--- src/rtl/timer_bank_if.sv ---
// timer_bank_if: CPU MEM-stage peripheral bus (rd/wr/addr/wdata/rdata).
//   master: drives rd, wr, addr, wdata; receives rdata.
//   slave : receives rd, wr, addr, wdata; drives combinational rdata.
interface timer_bank_if;
   logic        rd;
   logic        wr;
   logic [31:0] addr;
   logic [31:0] wdata;
   logic [31:0] rdata;
   modport master (output rd, wr, addr, wdata, input rdata);
   modport slave (input rd, wr, addr, wdata, output rdata);
endinterface

--- src/rtl/timer_bank.sv ---
// timer_bank: bank of NUM_CH memory-mapped interval timers with a combined interrupt.
//   clk     : bus and timer clock
//   reset   : asynchronous, active-low reset
//   bus     : peripheral bus slave (rd/wr/addr/wdata/rdata); channel k at BASE_ADDR + 16*k
//             +0x0 TH reload, +0x4 TL counter, +0x8 TCON {oneshot,status,irq_en,en}, +0xC PSC
//   irqout  : OR of irq_vec
//   irq_vec : per-channel status & irq_en
// Optional prescaler enabled by defining TIMER_BANK_PRESCALE_EN; otherwise PSC reads 0.
module timer_bank #(
   parameter int unsigned NUM_CH    = 4,
   parameter int unsigned CNT_W     = 32,
   parameter logic [31:0] BASE_ADDR = 32'h4000_1000
) (
   input  logic              clk,
   input  logic              reset,
   timer_bank_if.slave       bus,
   output logic              irqout,
   output logic [NUM_CH-1:0] irq_vec
);
   localparam logic [CNT_W-1:0] MAX  = '1;
   localparam logic [31:0]      SPAN = 32'(16 * NUM_CH);
   logic [31:0]      off;
   logic             hit;
   logic [2:0]       ch;
   logic [1:0]       rs;
   logic [CNT_W-1:0] th_q [NUM_CH];
   logic [CNT_W-1:0] th_d [NUM_CH];
   logic [CNT_W-1:0] tl_q [NUM_CH];
   logic [CNT_W-1:0] tl_d [NUM_CH];
   logic [NUM_CH-1:0] en_q, en_d, ie_q, ie_d, st_q, st_d, os_q, os_d;
   logic [NUM_CH-1:0] w_th, w_tl, w_tc, tick, tk, ovf;
   logic [15:0]      psc_v [NUM_CH];
`ifdef TIMER_BANK_PRESCALE_EN
   logic [NUM_CH-1:0] w_ps;
   logic [15:0]      psc_q [NUM_CH];
   logic [15:0]      psc_d [NUM_CH];
   logic [15:0]      div_q [NUM_CH];
   logic [15:0]      div_d [NUM_CH];
   assign psc_v = psc_q;
`else
   assign psc_v = '{default: '0};
`endif
   // Addresses below the base wrap to large offsets, so one unsigned compare bounds both ends.
   assign off = bus.addr - BASE_ADDR;
   assign hit = off < SPAN;
   assign ch  = off[6:4];
   assign rs  = off[3:2];
   assign irq_vec = st_q & ie_q;
   assign irqout  = |irq_vec;
   always_comb begin
      bus.rdata = '0;
      for (int k = 0; k < NUM_CH; k++)
         if (bus.rd && hit && ch == 3'(k))
            bus.rdata = rs == 2'd0 ? 32'(th_q[k]) :
                        rs == 2'd1 ? 32'(tl_q[k]) :
                        rs == 2'd2 ? {28'd0, os_q[k], st_q[k], ie_q[k], en_q[k]} :
                                     {16'd0, psc_v[k]};
   end
   always_comb begin
      th_d = th_q;
      tl_d = tl_q;
      en_d = en_q;
      ie_d = ie_q;
      st_d = st_q;
      os_d = os_q;
      w_th = '0;
      w_tl = '0;
      w_tc = '0;
      tick = '0;
      tk   = '0;
      ovf  = '0;
`ifdef TIMER_BANK_PRESCALE_EN
      w_ps  = '0;
      psc_d = psc_q;
      div_d = div_q;
`endif
      for (int k = 0; k < NUM_CH; k++) begin
         w_th[k] = bus.wr && hit && ch == 3'(k) && rs == 2'd0;
         w_tl[k] = bus.wr && hit && ch == 3'(k) && rs == 2'd1;
         w_tc[k] = bus.wr && hit && ch == 3'(k) && rs == 2'd2;
`ifdef TIMER_BANK_PRESCALE_EN
         w_ps[k] = bus.wr && hit && ch == 3'(k) && rs == 2'd3;
         tick[k] = en_q[k] && div_q[k] == psc_q[k];
         psc_d[k] = w_ps[k] ? bus.wdata[15:0] : psc_q[k];
         div_d[k] = (w_ps[k] || w_tc[k] || !en_q[k] || tick[k]) ? 16'd0 : div_q[k] + 16'd1;
`else
         tick[k] = en_q[k];
`endif
         // A CPU write to TL, or a TCON write that disables, pre-empts this cycle's tick entirely.
         tk[k]   = tick[k] && !w_tl[k] && !(w_tc[k] && !bus.wdata[0]);
         ovf[k]  = tk[k] && tl_q[k] == MAX;
         th_d[k] = w_th[k] ? bus.wdata[CNT_W-1:0] : th_q[k];
         tl_d[k] = w_tl[k] ? bus.wdata[CNT_W-1:0] : ovf[k] ? th_q[k] : tk[k] ? tl_q[k] + CNT_W'(1) : tl_q[k];
         en_d[k] = w_tc[k] ? bus.wdata[0] : (ovf[k] && os_q[k]) ? 1'b0 : en_q[k];
         ie_d[k] = w_tc[k] ? bus.wdata[1] : ie_q[k];
         os_d[k] = w_tc[k] ? bus.wdata[3] : os_q[k];
         // Overflow set dominates a same-cycle write-1-to-clear.
         st_d[k] = ovf[k] || (st_q[k] && !(w_tc[k] && bus.wdata[2]));
      end
   end
   always_ff @(posedge clk or negedge reset)
      if (!reset) begin
         for (int k = 0; k < NUM_CH; k++) begin
            th_q[k] <= '0;
            tl_q[k] <= '0;
`ifdef TIMER_BANK_PRESCALE_EN
            psc_q[k] <= '0;
            div_q[k] <= '0;
`endif
         end
         en_q <= '0;
         ie_q <= '0;
         st_q <= '0;
         os_q <= '0;
      end else begin
         th_q <= th_d;
         tl_q <= tl_d;
`ifdef TIMER_BANK_PRESCALE_EN
         psc_q <= psc_d;
         div_q <= div_d;
`endif
         en_q <= en_d;
         ie_q <= ie_d;
         st_q <= st_d;
         os_q <= os_d;
      end
endmodule

--- src/flat_wrapper.sv ---
// flat-port wrapper written by rule: the top's interface ports become plain ports
module timer_bank_flat 
#(
   parameter int unsigned NUM_CH    = 4,
   parameter int unsigned CNT_W     = 32,
   parameter logic [31:0] BASE_ADDR = 32'h4000_1000
)
  (clk, reset, irqout, irq_vec, bus_rd, bus_wr, bus_addr, bus_wdata, bus_rdata);
  timer_bank_if bus_i ();
  input  logic clk;
  input  logic reset;
  output logic irqout;
  output logic [NUM_CH-1:0] irq_vec;
  input wire logic [$bits(bus_i.rd)-1:0] bus_rd;
  input wire logic [$bits(bus_i.wr)-1:0] bus_wr;
  input wire logic [$bits(bus_i.addr)-1:0] bus_addr;
  input wire logic [$bits(bus_i.wdata)-1:0] bus_wdata;
  output wire logic [$bits(bus_i.rdata)-1:0] bus_rdata;
  assign bus_i.rd = bus_rd;
  assign bus_i.wr = bus_wr;
  assign bus_i.addr = bus_addr;
  assign bus_i.wdata = bus_wdata;
  assign bus_rdata = bus_i.rdata;
  timer_bank #(.NUM_CH(NUM_CH), .CNT_W(CNT_W), .BASE_ADDR(BASE_ADDR)) u_core (.clk(clk), .reset(reset), .bus(bus_i), .irqout(irqout), .irq_vec(irq_vec));
endmodule
--- config.mk ---
export PLATFORM = sky130hd
export DESIGN_NAME = timer_bank_flat
export DESIGN_NICKNAME = d
export VERILOG_FILES = /design/src/rtl/timer_bank_if.sv /design/src/rtl/timer_bank.sv /design/src/flat_wrapper.sv
export SDC_FILE = /design/constraint.sdc
export NUM_CORES = 1
export LEC_CHECK = 0
export ABC_AREA = 1
export ABC_CLOCK_PERIOD_IN_PS = 4250
export CORE_MARGIN = 1
export CORE_UTILIZATION = 45
export CTS_BUF_LIST = sky130_fd_sc_hd__clkbuf_4 sky130_fd_sc_hd__clkbuf_8 sky130_fd_sc_hd__clkbuf_16
export CTS_CLUSTER_SIZE = 12
export DETAILED_ROUTE_END_ITERATION = 7
export SLEW_MARGIN = 15
export SYNTH_ARGS = -nofsm -noshare
export SYNTH_HDL_FRONTEND = slang
export SYNTH_SLANG_ARGS = --single-unit
--- constraint.sdc ---
create_clock -name clk -period 4.25 [get_ports clk]
set_clock_uncertainty 0.2 [all_clocks]
set_input_delay 0.85 -clock clk [delete_from_list [all_inputs] [get_ports clk]]
set_output_delay 0.85 -clock clk [all_outputs]
set_load 0.01 [all_outputs]
==> impl_metrics.env <==
export IMPL_run_status="finished, violations left"
export IMPL_failed_checks="design-rule violations, negative setup slack"
export IMPL_std_cell_rows=73
export IMPL_final_cell_count_no_fill=3540
export IMPL_io_pin_count=105
export IMPL_cts_max_level=2
export IMPL_crit_path_start_kind="input port"
export IMPL_area_sequential_mm2=0.00681
export IMPL_dieArea_mm2=0.0416
export IMPL_route_layer_met1_wl_mm=35.7
export IMPL_yosys_register_bits=272
export IMPL_number_of_antenna_violations_at_the_first_check_in_global_routing=2
export IMPL_finalSetupViolCount=22
export IMPL_insertion_delay_ns=0.57
export IMPL_worst_ep_required_time_ns=3.20
export IMPL_hold_viol=0
export IMPL_synth_async_sr_flop_share_pct=100
export IMPL_bufs_on_longest_clock_path=3
export IMPL_num_vias=20893
export IMPL_yosys_warnings=0
export IMPL_timing_critical_path_from="bus_addr[13]"
export IMPL_synth_yosys_seq_area_share_pct=37.1
export IMPL_worst_hold_class="in2async"
export IMPL_critical_path_arrival_ns=3.28
export IMPL_multiInputGateArea_mm2=0.0109
export IMPL_timing_slew_headroom_pct=39.1
export IMPL_vdd_ir_drop_max_v=0.000317
export IMPL_io_buffers=102
export IMPL_dp_hpwl_mm=58.8
export IMPL_post_detailed_route_wirelength_per_cell_um=24.0
export IMPL_clkTransAtPathRegs_ns=0.07
export IMPL_postLayoutSetupSlackWorst_ns=-0.0788
export IMPL_dr_first_iter_drc_count=2531
export IMPL_postSynthCellCount=2659
export IMPL_postPlaceCellArea_mm2=0.0213
export IMPL_biggest_fanout_along_the_worst_timing_path=8
export IMPL_post_route_min_period_ns=4.33
export IMPL_synth_fp_nets=2731
export IMPL_timing_setup_critical_path_class="in2out"
export IMPL_finalWirelength_mm=84.8
export IMPL_topRoutingLayerUsed="met5"
export IMPL_layout_cell_share_with_drive_strength_beyond_1_pct=23.3
export IMPL_layout_common_cells="nand2_1, buf_4, o21ai_0, dfrtp_1, inv_1"
export IMPL_synth_edf_count=0
export IMPL_total_leakage_power_nw=11.2
export IMPL_final_common_cell="nand2_1"
export IMPL_cts_num_sinks=272
export IMPL_starting_utilization_of_the_core_area_pct=45.8
export IMPL_synth_area_per_cell_um2=6.90
export IMPL_gp_congestion=1.05
export IMPL_cpMaxStageDelayCell="nor2_4"
export IMPL_wl_met3_mm=8.81
export IMPL_unrepaired_setup_endpoints_after_global_routing="yes"
export IMPL_r2r_cells=17
export IMPL_grt_ovfl_total=0
export IMPL_critical_path_top_cell_by_count="nor2_4"
export IMPL_cts_root_buf="clkbuf_16"
export IMPL_placedCellCount=3353
export IMPL_timing_final_crit_share_pct=102
export IMPL_critical_path_cell_chain="buf_6 -> nor2_4 -> nand2_4 -> nor2_8 -> nand2_4 -> nand2_2 -> nand2_2 -> nor2_4 -> nand2_2 -> nor2_4 -> nand3_2 -> inv_2 -> nand2_4 -> buf_12 -> nor2_4 -> inv_8 -> buf_12 -> buf_8 -> nand3_2 -> o21ai_2 -> a21oi_1 -> buf_2"
export IMPL_met2RoutedLength_mm=36.2
export IMPL_finish_instance_area_mm2=0.0246
export IMPL_power_density_mw_per_mm2=249
export IMPL_fin_nets=3062
export IMPL_critical_path_reg2reg_startpoint="u_core.tl_q[32]"
export IMPL_ys_flop_type="dfrtp_1"
export IMPL_floorplan_die_width_um=204
export IMPL_rr_endpoint="u_core.tl_q[35]"
export IMPL_syn_cell_area_mm2=0.0183
export IMPL_num_fill_cells=3661
export IMPL_grt_usage_pct=40.2
export IMPL_reported_max_cap_violation_count=0
export IMPL_vias_in_the_first_global_route=19939
export IMPL_drtPass1Iterations=8
export IMPL_core_area_mm2=0.0400
export IMPL_cts_buffers_inserted=34
export IMPL_final_core_util_pct=61.5
export IMPL_timing_reg2reg_setup_slack_ns=0.32
export IMPL_vias_per_inst=5.90
export IMPL_area_growth_pct=34.1
export IMPL_synth_cell_types=50
export IMPL_slew_violations=0
export IMPL_detail_route_drc_violations=2
export IMPL_max_stage_delay_ns=0.17
export IMPL_endpoint_kind="primary output"
export IMPL_ant_nets=0
export IMPL_chipHeight_um=204
export IMPL_tightest_slew_ns=0.905
export IMPL_fmax_mhz=231
export IMPL_grt_max_degree=87
export IMPL_tritoncts="built"
export IMPL_wire_length_of_the_first_global_routing_pass_mm=125
-- where the power goes --
part           leakage (nW)  internal (mW)  switching [mW]  total [mW]
Combinational          6.90          0.191           0.327       0.518
Sequential             3.72           2.59     0.000000150        2.59
Clock                 0.563           1.73            1.28        3.01
Total                  11.2           4.52            1.60        6.12
-- per-layer routing --
layer  vias up  global-route usage (%)
li1       9514                       -
met1      9950                    56.3
met2      1172                    59.5
met3       255                    8.69
met4         2                    16.9
met5         -                       0
-- through the flow --
step / hold WS [ns] / power [mW] / setup slack, ns / setup TNS [ns]
2_1_floorplan: 0.253 / 2.74 / 0.405 / 0
3_3_place_gp: 0.266 / 3.05 / -0.946 / -25.82
3_5_place_dp: 0.273 / 3.05 / -0.979 / -27.53
4_1_cts: 0.116 / 6.12 / -0.0592 / -0.344
5_1_grt: 0.163 / 6.27 / -0.192 / -4.79
6_report: 0.0860 / 6.12 / -0.0788 / -0.798
-- synthesized netlist by cell type (2+ instances only) --
cell,count,area [um2]
a211oi_1,14,105
a21oi_1,73,365
a21oi_4,2,32.5
a221oi_1,2,17.5
a22o_1,19,166
a41oi_1,2,17.5
and3_1,3,18.8
buf_1,5,18.8
buf_2,29,145
buf_4,13,97.6
buf_6,6,67.6
clkbuf_1,90,338
dfrtp_1,272,6810
ha_1,4,50.1
inv_1,249,935
inv_2,10,37.5
nand2_1,741,2780
nand2_2,5,31.3
nand2_4,2,22.5
nand3_1,234,1170
nand3_2,8,80.1
nand3b_1,3,22.5
nand4_1,65,407
nand4_2,2,25.0
nand4_4,2,42.5
nor2_1,176,661
nor2_2,23,144
nor2_4,6,67.6
nor3_1,44,220
nor3_2,4,40.0
nor4_1,10,62.6
o2111ai_1,7,61.3
o211ai_1,68,510
o21ai_0,301,1510
o21ai_1,29,145
o22ai_1,30,188
or2_2,5,31.3
or4_1,2,15.0
xnor2_1,11,96.3
xor2_1,78,683
-- flip-flops by register name, indices dropped and copies added, names as in the netlist --
| register | count |
|---|---|
| u_core.tl_q | 128 |
| u_core.th_q | 128 |
| u_core.st_q | 4 |
| u_core.en_q | 4 |
| u_core.ie_q | 4 |
| u_core.os_q | 4 |
-- critical path, delay by kind of cell --
family          cells  cell delay, ns
compound gates      2            0.21
simple gates       13            1.35
buf+inv             7            0.85
-- worst max path at each step --
stage                          endpoint
after CTS                 bus_rdata[30]
after floorplan           bus_rdata[23]
after detailed placement  bus_rdata[10]
after global routing      bus_rdata[30]
after global placement    bus_rdata[10]
final                     bus_rdata[28]
-- area by class of cell --
type,instances,area share [%]
antenna,1,0.0102
clock buffer,41,3.72
clock inverter,19,0.809
inverter,260,4.06
multi-input combinational,1983,44.4
sequential,272,27.7
tap,525,2.67
timing repair buffer,439,16.6
-- kinds of logic after synthesis --
logic type,after synthesis,synth area share (%)
DFF,272,37.1
and+or+nand+nor,1340,32.2
xor gates and xnor gates,89,4.25
adders and majority gates,4,0.273
AOI/OAI and AO/OA,550,17.1
buffers and inverters,404,9.04
-- repair_timing --
| action | 4_1_cts | 5_1_grt |
|---|---|---|
| gates cloned | 8 | 8 |
| endpoints found under the setup margin | 32 | 137 |
| pin swaps | 85 | 75 |
| gates resized for setup | 364 | 161 |
| hold buffers | 0 | 0 |
| buffers inserted | 101 | 18 |
Note: power is estimated with default switching activity, not from simulation.
